### src/rtl/leading_zero_diff.sv
// Streaming leading-zero counter and magnitude comparator for two
// wide unsigned operands delivered MSW first, one word per accepted beat.
// Ports: iClk/iRst (async, active-high), iStart, iValid, iDataX/iDataY in;
// oReady, oBusy, oDone, oLzX, oLzY, oDiff, oXZero, oYZero, oCmp out.
module leading_zero_diff #(
  parameter  int WORD_W    = 32,
  parameter  int NUM_WORDS = 64,
  localparam int N         = WORD_W * NUM_WORDS,
  localparam int LEN_W     = $clog2(N + 1)
) (
  input  logic              iClk,
  input  logic              iRst,
  input  logic              iStart,
  input  logic              iValid,
  input  logic [WORD_W-1:0] iDataX,
  input  logic [WORD_W-1:0] iDataY,
  output logic              oReady,
  output logic              oBusy,
  output logic              oDone,
  output logic [LEN_W-1:0]  oLzX,
  output logic [LEN_W-1:0]  oLzY,
  output logic [LEN_W:0]    oDiff,
  output logic              oXZero,
  output logic              oYZero,
  output logic [1:0]        oCmp
);

  localparam int CNT_W = $clog2(NUM_WORDS + 1);
  localparam logic [LEN_W-1:0] WW = LEN_W'(WORD_W);
  localparam logic [LEN_W-1:0] FULL = LEN_W'(N);
  localparam logic [CNT_W-1:0] LAST = CNT_W'(NUM_WORDS - 1);

  typedef enum logic [1:0] {
    S_IDLE,
    S_RUN,
    S_DONE
  } state_t;

  state_t           state_q, state_d;
  logic [CNT_W-1:0] cnt_q, cnt_d;
  logic [LEN_W-1:0] accx_q, accx_d;
  logic [LEN_W-1:0] accy_q, accy_d;
  logic             seenx_q, seenx_d;
  logic             seeny_q, seeny_d;
  logic             dec_q, dec_d;
  logic [1:0]       cmp_q, cmp_d;
  logic [LEN_W-1:0] lzx_q, lzx_d;
  logic [LEN_W-1:0] lzy_q, lzy_d;
  logic [LEN_W:0]   diff_q, diff_d;
  logic             xz_q, xz_d;
  logic             yz_q, yz_d;
  logic [1:0]       rcmp_q, rcmp_d;

  // Priority encoder: leading zeros of a nonzero word, 0..WORD_W-1.
  function automatic logic [LEN_W-1:0] lzc(input logic [WORD_W-1:0] w);
    logic [LEN_W-1:0] n;
    logic             hit;
    n   = '0;
    hit = 1'b0;
    for (int i = WORD_W - 1; i >= 0; i--) begin
      if (!hit && !w[i]) n = n + 1'b1;
      else hit = 1'b1;
    end
    return n;
  endfunction

  logic             start;
  logic             beat;
  logic [LEN_W-1:0] stepx, stepy;
  logic [LEN_W-1:0] accx_nx, accy_nx;
  logic [1:0]       cmp_nx;

  always_comb begin
    start   = iStart && (state_q != S_RUN);
    beat    = iValid && (state_q == S_RUN);
    stepx   = seenx_q ? '0 : ((iDataX == '0) ? WW : lzc(iDataX));
    stepy   = seeny_q ? '0 : ((iDataY == '0) ? WW : lzc(iDataY));
    accx_nx = accx_q + stepx;
    accy_nx = accy_q + stepy;
    // First differing word decides the compare; later words cannot.
    cmp_nx  = cmp_q;
    if (!dec_q && (iDataX != iDataY))
      cmp_nx = (iDataX > iDataY) ? 2'b01 : 2'b10;

    state_d = state_q;
    cnt_d   = cnt_q;
    accx_d  = accx_q;
    accy_d  = accy_q;
    seenx_d = seenx_q;
    seeny_d = seeny_q;
    dec_d   = dec_q;
    cmp_d   = cmp_q;
    lzx_d   = lzx_q;
    lzy_d   = lzy_q;
    diff_d  = diff_q;
    xz_d    = xz_q;
    yz_d    = yz_q;
    rcmp_d  = rcmp_q;

    if (start) begin
      state_d = S_RUN;
      cnt_d   = '0;
      accx_d  = '0;
      accy_d  = '0;
      seenx_d = 1'b0;
      seeny_d = 1'b0;
      dec_d   = 1'b0;
      cmp_d   = 2'b00;
    end else begin
      unique case (state_q)
        S_IDLE: state_d = S_IDLE;
        S_RUN: begin
          if (beat) begin
            cnt_d   = cnt_q + 1'b1;
            accx_d  = accx_nx;
            accy_d  = accy_nx;
            seenx_d = seenx_q || (iDataX != '0);
            seeny_d = seeny_q || (iDataY != '0);
            dec_d   = dec_q || (iDataX != iDataY);
            cmp_d   = cmp_nx;
            if (cnt_q == LAST) begin
              // Final word's contribution folds straight into the results.
              state_d = S_DONE;
              lzx_d   = accx_nx;
              lzy_d   = accy_nx;
              diff_d  = {1'b0, accy_nx} - {1'b0, accx_nx};
              xz_d    = (accx_nx == FULL);
              yz_d    = (accy_nx == FULL);
              rcmp_d  = cmp_nx;
            end
          end
        end
        S_DONE:  state_d = S_IDLE;
        default: state_d = S_IDLE;
      endcase
    end
  end

  always_ff @(posedge iClk or posedge iRst) begin
    if (iRst) begin
      state_q <= S_IDLE;
      cnt_q   <= '0;
      accx_q  <= '0;
      accy_q  <= '0;
      seenx_q <= 1'b0;
      seeny_q <= 1'b0;
      dec_q   <= 1'b0;
      cmp_q   <= 2'b00;
      lzx_q   <= '0;
      lzy_q   <= '0;
      diff_q  <= '0;
      xz_q    <= 1'b0;
      yz_q    <= 1'b0;
      rcmp_q  <= 2'b00;
    end else begin
      state_q <= state_d;
      cnt_q   <= cnt_d;
      accx_q  <= accx_d;
      accy_q  <= accy_d;
      seenx_q <= seenx_d;
      seeny_q <= seeny_d;
      dec_q   <= dec_d;
      cmp_q   <= cmp_d;
      lzx_q   <= lzx_d;
      lzy_q   <= lzy_d;
      diff_q  <= diff_d;
      xz_q    <= xz_d;
      yz_q    <= yz_d;
      rcmp_q  <= rcmp_d;
    end
  end

  assign oReady = (state_q == S_RUN);
  assign oBusy  = (state_q == S_RUN) || (state_q == S_DONE);
  assign oDone  = (state_q == S_DONE);
  assign oLzX   = lzx_q;
  assign oLzY   = lzy_q;
  assign oDiff  = diff_q;
  assign oXZero = xz_q;
  assign oYZero = yz_q;
  assign oCmp   = rcmp_q;

endmodule

### config.mk
export PLATFORM = sky130hd
export DESIGN_NAME = leading_zero_diff
export DESIGN_NICKNAME = d
export VERILOG_FILES = /design/src/rtl/leading_zero_diff.sv
export SDC_FILE = /design/constraint.sdc
export NUM_CORES = 1
export LEC_CHECK = 0
export ABC_AREA = 1
export CAP_MARGIN = 10
export CORE_MARGIN = 2
export CORE_UTILIZATION = 65
export CTS_BUF_LIST = sky130_fd_sc_hd__clkbuf_2
export DETAILED_ROUTE_END_ITERATION = 8
export MAX_ROUTING_LAYER = met4
export PLACE_DENSITY = 0.88
export SLEW_MARGIN = 0
export SYNTH_ARGS = -nofsm -noshare
export SYNTH_HDL_FRONTEND = slang
export SYNTH_SLANG_ARGS = --single-unit
### constraint.sdc
create_clock -name iClk -period 5.6 [get_ports iClk]
set_clock_uncertainty 0.15 [all_clocks]
set_input_delay 1.12 -clock iClk [delete_from_list [all_inputs] [get_ports iClk]]
set_output_delay 1.12 -clock iClk [all_outputs]
set_load 0.03 [all_outputs]
==> summary.md, run 1 <==
| Metric | Value |
|---|---|
| Status | `did not finish` |
| Halt Stage | `clock tree synthesis` |
| Error msg | `[ERROR DPL-0038] Utilization greater than 100%, impossible to legalize` |
| Starting Density | `66.38%` |
| Die span in y | `145.0 um` |
| Mux share of post-synthesis cell area | `0.07747%` |
| Async S/R FF share, synth | `100.0%` |
| H-tree levels | `3` |
| Cts repair resizes | `343` |
| Placer Congestion | `1.041` |
| I/O pin total | `112` |
| #FFs+latches synth | `79` |
| Buffer count from post-CTS setup fixing | `159` |
| Number of core rows | `51` |
| CTS buffer count | `9` |
| Post-CTS Hold Buffers | `0` |
| Synth Flop Type | `dfrtp_1` |
| Clock buffer depth | `2` |
| Synthesized cell area | `12920 um^2` |
| I/O Buffers | `111` |
| CTS Sinks | `79` |
| EDFF count, synth | `0` |
| Post-synthesis xor/xnor area fraction | `1.085%` |
| Syn Inst Count | `2165` |
| Root Buffer | `clkbuf_2` |
| Yosys cell types | `55` |
| Largest family of logic cells by synthesized area | `simple AND/OR/NAND/NOR gates` |
| Die X-Extent | `145.0 um` |
| Post-Synth Adder-Cell Area | `12.67%` |
| Post-Syn Area per Cell | `5.968 um^2` |
| Simple-gate area share of the yosys netlist | `48.15%` |
| Synth warn | `0` |
| Sequential area share after synthesis | `15.30%` |
| HPWL Detailed | `44570 um` |
| Synth Area in Compound Gates | `8.880%` |
| Cell Area, Placed | `18340 um^2` |
-- cell families after synthesis --
| family | count (synthesis) |
|---|---|
| other cells | 1 |
| simple gates | 1260 |
| xor+xnor | 16 |
| flops | 79 |
| compound gates | 207 |
| mux | 1 |
| buf+inv | 472 |
| fa+ha+maj | 129 |
-- per-stage QoR --
stage | setup slack, ns | instances | TNS [ns] | hold WS [ns]
after global placement | -12.92 | 3008 | -694.55 | 0.3199
after floorplan | -11.95 | 2168 | -601.37 | 0.3226
after detailed placement | -14.54 | 3008 | -776.72 | 0.3265
-- synthesized netlist by cell type, types with 21 or more instances --
| cell | n | area [um^2] |
|---|---|---|
| dfrtp_1 | 79 | 1977 |
| nand4_1 | 58 | 362.9 |
| nor2_1 | 174 | 653.1 |
| ha_1 | 126 | 1577 |
| nor2_4 | 41 | 461.7 |
| o21ai_0 | 109 | 545.5 |
| nand2_1 | 585 | 2196 |
| a21oi_1 | 53 | 265.3 |
| nor2_2 | 35 | 219.0 |
| nand3_1 | 202 | 1011 |
| nand3_2 | 32 | 320.3 |
| inv_1 | 396 | 1486 |
| or2_2 | 21 | 131.4 |
| nand2_2 | 47 | 294.0 |
| inv_2 | 50 | 187.7 |
==> inputs of run 2 (changes only) <==
CORE_UTILIZATION = 40   (was 65)
CTS_BUF_LIST = not set   (was sky130_fd_sc_hd__clkbuf_2)
MAX_ROUTING_LAYER = not set   (was met4)
PLACE_DENSITY = not set   (was 0.88)
PLACE_DENSITY_LB_ADDON = 0.15   (was not set)
==> summary.md, run 2 <==
| Metric | Value |
|---|---|
| Drt wl/cell | `12.33 um` |
| Hold Path Class | `flip-flop to flip-flop` |
| TNS Setup | `-644.73 ns` |
| Setup WS post-layout | `-11.89 ns` |
| Most frequent CP cell | `ha_4` |
| WHS | `0.3285 ns` |
| Crit-path max cell delay | `0.30 ns` |
| Commonest non-fill, non-tap cells in the layout | `buf_4, nand2_1, inv_1` |
| CTS tree | `yes` |
| Post-Layout Cell Count | `3329` |
| Max-cap violations | `0` |
| Synthesized cell area | `12920 um^2` |
| Sequential area share after synthesis | `15.30%` |
| CTS Sinks | `79` |
| DRC | `0` |
| Crit end category | `flip-flop` |
| First-pass GRT wire length | `63660 um` |
| CTS buffer count | `9` |
| Die span in y | `183.7 um` |
| Die X-Extent | `183.7 um` |
| EDFF count, synth | `0` |
| Vias | `15870` |
| Post-Syn Area per Cell | `5.968 um^2` |
| Initial DRC count | `657` |
| CP bufs+invs | `23` |
| Worst path slowest cell | `ha_1` |
| RSZ-0062 raised after global routing | `true` |
| Post-route minimum period | `17.49 ns` |
| Final setup violation count | `65` |
| Commonest non-fill, non-tap cell in the layout | `buf_4` |
| Dominant cells by area after synthesis | `nand2_1, dfrtp_1, ha_1, inv_1, nand3_1` |
| Pins Over Slew Limit | `0` |
| Yosys cell types | `55` |
| Final Net Count | `3115` |
| Largest register FFs | `13` |
| Vias in the first global route | `14670` |
| Clock buffer depth | `2` |
| Die Footprint | `33750 um^2` |
| Synthesis-to-layout area growth | `68.32%` |
| Worst-margin pin slew | `0.7576 ns` |
| Pwr/cell area | `166.7 nW/um^2` |
| Status | `complete, but fails checks` |
| Max Clock Freq | `0.05718 GHz` |
| Tcrit/Tclk final | `312.3%` |
| H-tree levels | `3` |
| Antenna violations before repair | `4` |
| Slew headroom | `49.37%` |
| Sw power | `0.001448 W` |
| Internal power | `0.002178 W` |
| Placer Congestion | `0.9105` |
| Starting Density | `40.73%` |
| Root Buffer | `clkbuf_16` |
| HPWL Detailed | `29980 um` |
| Post-Place Cells | `3180` |
| Synth top area share | `17.00%` |
| Failing checks | `setup timing` |
| Drt total wl | `41060 um` |
| Pin count of the biggest net entering global routing | `64` |
| Final Hold Fails | `0` |
| Combinational share of power | `65.4%` |
| GRT overflow | `0` |
| #FFs+latches synth | `79` |
| Number of core rows | `65` |
| Seq pwr share | `18.8%` |
| Leakage power | `11.01 nW` |
| Clock power share | `15.8%` |
| Most common cell in the netlist | `nand2_1` |
| I/O pin total | `112` |
| Synth Flop Type | `dfrtp_1` |
| Biggest area consumer among synthesized cells | `nand2_1` |
| Top cells by count, synth | `nand2_1, inv_1, nand3_1` |
| Drt pass-1 iters | `5` |
| Crit Path Class | `input port to flip-flop` |
| Crit start category | `input port` |
| Fill count | `2607` |
| Synth warn | `0` |
| IR drop worst, VDD | `0.0002915 V` |
| Syn Inst Count | `2165` |
| CP arrival | `17.55 ns` |
| ANT nets after route | `0` |
| Share of cells above drive strength 1 | `43.11%` |
| Vias/cell | `4.768` |
| Switching part of the total | `39.94%` |
| Overall Global Routing Usage | `22.35%` |
| Skew-Pair Late Insertion Delay | `0.34 ns` |
| Async S/R FF share, synth | `100.0%` |
| Data required, critical path | `5.66 ns` |
| Clock-pin transition on the worst setup and hold timing paths | `0.06 ns` |
| I/O Buffers | `111` |
| Worst-path fanout max | `4` |
| Worst path top cell family by delay | `adder cells` |
| CORE AREA | `31720 um^2` |
-- run 2: cell counts after synthesis --
Identical to the previous run, type by type.
-- run 2: metrics by stage --
| step | util [%] | instance area (um^2) | power (W) | setup WS, ns |
|---|---|---|---|---|
| 3_3_place_gp | 59.19 | 18770 | 0.002254 | -13.08 |
| 2_1_floorplan | - | 13340 | 0.001555 | -11.95 |
| 3_5_place_dp | 59.19 | 18770 | 0.002306 | -13.50 |
| 6_report | 68.56 | 21750 | 0.003626 | -11.89 |
| 4_1_cts | 63.21 | 20050 | 0.003158 | -12.30 |
| 5_1_grt | 68.56 | 21750 | 0.003868 | -12.75 |
-- run 2: cells by family (layout without fill, tap and decap cells) --
| family | Yosys count | after routing | synth area share (%) |
|---|---|---|---|
| xor gates and xnor gates | 16 | 16 | 1.085 |
| and+or+nand+nor | 1260 | 1260 | 48.15 |
| muxes | 1 | 1 | 0.07748 |
| other | 1 | 8 | 0.02903 |
| DFF | 79 | 79 | 15.30 |
| adders and majority gates | 129 | 129 | 12.67 |
| AOI/OAI and AO/OA | 207 | 207 | 8.880 |
| buffers and inverters | 472 | 1227 | 13.81 |
-- run 2: final timing paths --
kind,start,to,slack [ns],cells past startpoint
max in group asynchronous,iRst,cmp_q[0]$_DFFE_PP0P_,3.29,3
min in group asynchronous,iRst,oLzX[8]$_DFFE_PP0P_,1.00,2
max,iDataY[30],oDiff[10]$_DFFE_PP0P_,-11.89,126
min,oLzY[9]$_DFFE_PP0P_,oLzY[9]$_DFFE_PP0P_,0.33,2
max reg2reg,seenx_q$_DFFE_PP0P_,oDiff[11]$_DFFE_PP0P_,1.49,26
min reg2reg,oLzY[9]$_DFFE_PP0P_,oLzY[9]$_DFFE_PP0P_,0.33,2
-- run 2: cell type report --
class / instances / area, um^2 / share of cell area (%)
flip-flops and latches: 79 / 1977 / 9.090
diodes: 4 / 10.01 / 0.04603
clock inverters: 4 / 28.78 / 0.1323
inverters: 455 / 1753 / 8.061
well taps: 402 / 503.0 / 2.313
multi-input cells: 1617 / 11120 / 51.11
repair buffers: 756 / 6093 / 28.02
clock buffers: 12 / 266.5 / 1.225
-- run 2: power by group through the flow --
| stage | combinational [W] | sequential [W] | clock (W) |
|---|---|---|---|
| after global routing | 0.00258 | 0.000688 | 0.000605 |
| after detailed placement | 0.00162 | 0.000688 | 0 |
| after global placement | 0.00157 | 0.000681 | 0 |
| final | 0.00237 | 0.000681 | 0.000574 |
| after CTS | 0.00190 | 0.000679 | 0.000580 |
| after floorplan | 0.000881 | 0.000674 | 0 |
-- run 2: worst reg2reg max path, stage by stage (launching register included) --
cell and delay, ns:
dfrtp_1 0.39, inv_1 0.14, nand2_4 0.09, nor2_1 0.12, ha_1 0.20, inv_1 0.07
fa_2 0.42, nand3b_1 0.18, and2_1 0.17, or2_4 0.27, nand2_2 0.08, a21oi_2 0.06
buf_4 0.15, xor2_4 0.20, ha_4 0.28, inv_2 0.04, o21ai_2 0.14, inv_1 0.07
nor2_2 0.10, nor2_1 0.06, nor2_1 0.15, o21ai_1 0.07, inv_1 0.07, o21ai_1 0.06
nand2_1 0.07, xor2_1 0.14, o21ai_1 0.07
-- run 2: routing by layer --
layer | up-vias | GRT usage [%] | share of wire (%)
li1 | 8398 | - | -
met1 | 7177 | 29.06 | 46
met2 | 231 | 39.64 | 49
met3 | 67 | 2.239 | 2.5
met4 | 0 | 5.472 | 2.3
met5 | - | 0 | 0
-- run 2: repair_timing --
item / 4_1_cts / 5_1_grt
setup endpoints to repair: 65 / 65
buffers inserted: 86 / 59
pin swaps: 86 / 195
hold buffers: 0 / 0
gates resized for setup: 122 / 310
Note: power is estimated with default switching activity, not from simulation.
==> inputs of run 3 (changes only) <==
SLEW_MARGIN = 25   (was 0)
==> results of run 3 <==
No change in the layout: final DEF, timing and power equal those of run 2.
==> inputs of run 4 (changes only) <==
clock period = 21.7 ns   (was 5.6 ns; I/O delays follow)
==> summary.md, run 4 (same netlist as run 2, synthesis figures left out) <==
| Metric | Value |
|---|---|
| Status | `finished clean` |
| Commonest non-fill, non-tap cells in the layout | `nand2_1, inv_1, buf_4` |
| Starting Density | `40.73%` |
| Pins Over Slew Limit | `0` |
| Met2 GRT Util | `33.40%` |
| Clock buffer depth | `2` |
| Synthesis-to-layout area growth | `33.17%` |
| Slew headroom | `49.91%` |
| Final Hold Fails | `0` |
| Switching part of the total | `40.06%` |
| Worst-path fanout max | `4` |
| Post-layout total power | `0.0007797 W` |
| Vias | `13650` |
| Worst path slowest cell | `ha_1` |
| Vias/cell | `4.726` |
| ANT nets after route | `0` |
| Clock-pin transition on the worst setup and hold timing paths | `0.06 ns` |
| CTS Sinks | `79` |
| Initial DRC count | `613` |
| Max-cap violations | `0` |
| I/O Buffers | `111` |
| Pwr/cell area | `45.32 nW/um^2` |
| Placer Congestion | `0.8096` |
| Antenna cells | `0` |
| Cell Area, Placed | `15760 um^2` |
| Crit Path Class | `input port to flip-flop` |
| Pin count of the biggest net entering global routing | `80` |
| IR drop worst, VDD | `0.00009465 V` |
| GR Util met3 | `1.565%` |
| Die Footprint | `33750 um^2` |
| Seq pwr share | `22.3%` |
| CORE AREA | `31720 um^2` |
| Drt total wl | `32710 um` |
| GRT overflow | `0` |
| Root Buffer | `clkbuf_16` |
| Final setup violation count | `0` |
| Util after Layout | `54.24%` |
| Vias in the first global route | `12880` |
| Largest register FFs | `13` |
| Hold Path Class | `flip-flop to flip-flop` |
| Antenna violations before repair | `0` |
| Skew-Pair Late Insertion Delay | `0.34 ns` |
| Post-route minimum period | `21.03 ns` |
| Data required, critical path | `21.75 ns` |
| Crit-path max cell delay | `0.35 ns` |
| Worst-margin pin slew | `0.7457 ns` |
| Sw power | `0.0003124 W` |
| Share of cells above drive strength 1 | `25.62%` |
| Setup WS post-layout | `0.6732 ns` |
| Final instance area | `17210 um^2` |
| Max Clock Freq | `0.04756 GHz` |
| Most frequent CP cell | `ha_4` |
| GRT met1 Usage | `27.53%` |
| Overall Global Routing Usage | `19.43%` |
| Drt wl/cell | `11.33 um` |
| Pre-CTS setup slack | `-1.404 ns` |
| Most Crowded Layer GR | `met2` |
| Die span in y | `183.7 um` |
| Drt pass-1 iters | `5` |
| HPWL Detailed | `26170 um` |
| Commonest non-fill, non-tap cell in the layout | `nand2_1` |
| CP arrival | `21.08 ns` |
| Internal power | `0.0004673 W` |
| CTS tree | `yes` |
| CTS buffer count | `9` |
| I/O pin total | `112` |
| H-tree levels | `3` |
| First-pass GRT wire length | `56090 um` |
| Crit start category | `input port` |
| Combinational share of power | `56.5%` |
| Final Net Count | `2678` |
| Worst path top cell family by delay | `adder cells` |
| Crit end category | `flip-flop` |
| CP bufs+invs | `28` |
| Leakage power | `8.857 nW` |
| Clock power share | `21.2%` |
| Reg-to-reg setup timing slack | `17.32 ns` |
| Number of core rows | `65` |
| Die X-Extent | `183.7 um` |
| Tcrit/Tclk final | `96.90%` |
| DRC | `0` |
[run 4: cell types whose count changed in the layout (fill, tap and decap cells not counted), sizes merged]
| cell | previous run | this run |
|---|---|---|
| buf | 652 | 208 |
| bufinv | 0 | 2 |
| clkbuf | 12 | 15 |
| clkdlybuf4s15 | 0 | 2 |
| clkdlybuf4s50 | 101 | 103 |
| clkinv | 8 | 6 |
| diode | 4 | 0 |
| dlygate4sd2 | 3 | 0 |
| dlymetal6s2s | 0 | 1 |
| inv | 449 | 451 |
[run 4: power groups by stage]
stage / Sequential (W) / Combinational (W) / Clock, W
6_report: 0.000174 / 0.000440 / 0.000166
4_1_cts: 0.000174 / 0.000381 / 0.000168
2_1_floorplan: 0.000174 / 0.000209 / 0
5_1_grt: 0.000176 / 0.000493 / 0.000176
3_3_place_gp: 0.000176 / 0.000342 / 0
3_5_place_dp: 0.000176 / 0.000348 / 0
[run 4: worst min-delay path, stage by stage, from the launching register on]
cell and delay, ns:
dfrtp_1 0.34, nand2_1 0.05, o21ai_0 0.06
[run 4: worst paths after layout]
path | end | depth (start not counted) | startpoint
setup / recovery | oDiff[11]$_DFFE_PP0P_ | 130 | iDataY[30]
hold / removal | oLzX[3]$_DFFE_PP0P_ | 2 | oLzX[3]$_DFFE_PP0P_
setup reg to reg | oDiff[11]$_DFFE_PP0P_ | 27 | seenx_q$_DFFE_PP0P_
hold reg to reg | oLzX[3]$_DFFE_PP0P_ | 2 | oLzX[3]$_DFFE_PP0P_
max in group asynchronous | oLzX[3]$_DFFE_PP0P_ | 3 | iRst
min in group asynchronous | accx_q[11]$_DFFE_PP0P_ | 3 | iRst
[run 4: metrics by stage]
stage                     setup TNS [ns]  instances  hold WS [ns]
after floorplan                        0       2168        0.3226
after global placement            -10.90       2827        0.3155
after detailed placement          -24.32       2827        0.3185
after CTS                         -2.904       2873        0.3397
after global routing             -0.3445       2888        0.3712
final                                  0       2888        0.3341
[run 4: repair_timing]
action	4_1_cts	5_1_grt
pin swaps	46	111
endpoints found under the setup margin	31	48
resized for setup	52	157
hold buffers	0	0
buffers inserted	30	16
[run 4: area by class of cell]
class                           instances  area [um^2]
Inverter                              455         1725
Clock buffer                           10        229.0
Sequential cell                        79         1977
Fill cell                            3125        14510
Timing Repair Buffer                  319         2658
Clock inverter                          6        92.59
Tap cell                              402        503.0
Multi-Input combinational cell       1617        10020
[run 4: per-layer routing]
layer | part of all wire, % | routed length (um)
met3 | 1.8 | 599
met4 | 0.27 | 89
met5 | 0 | 0
met1 | 51 | 16750
met2 | 47 | 15270
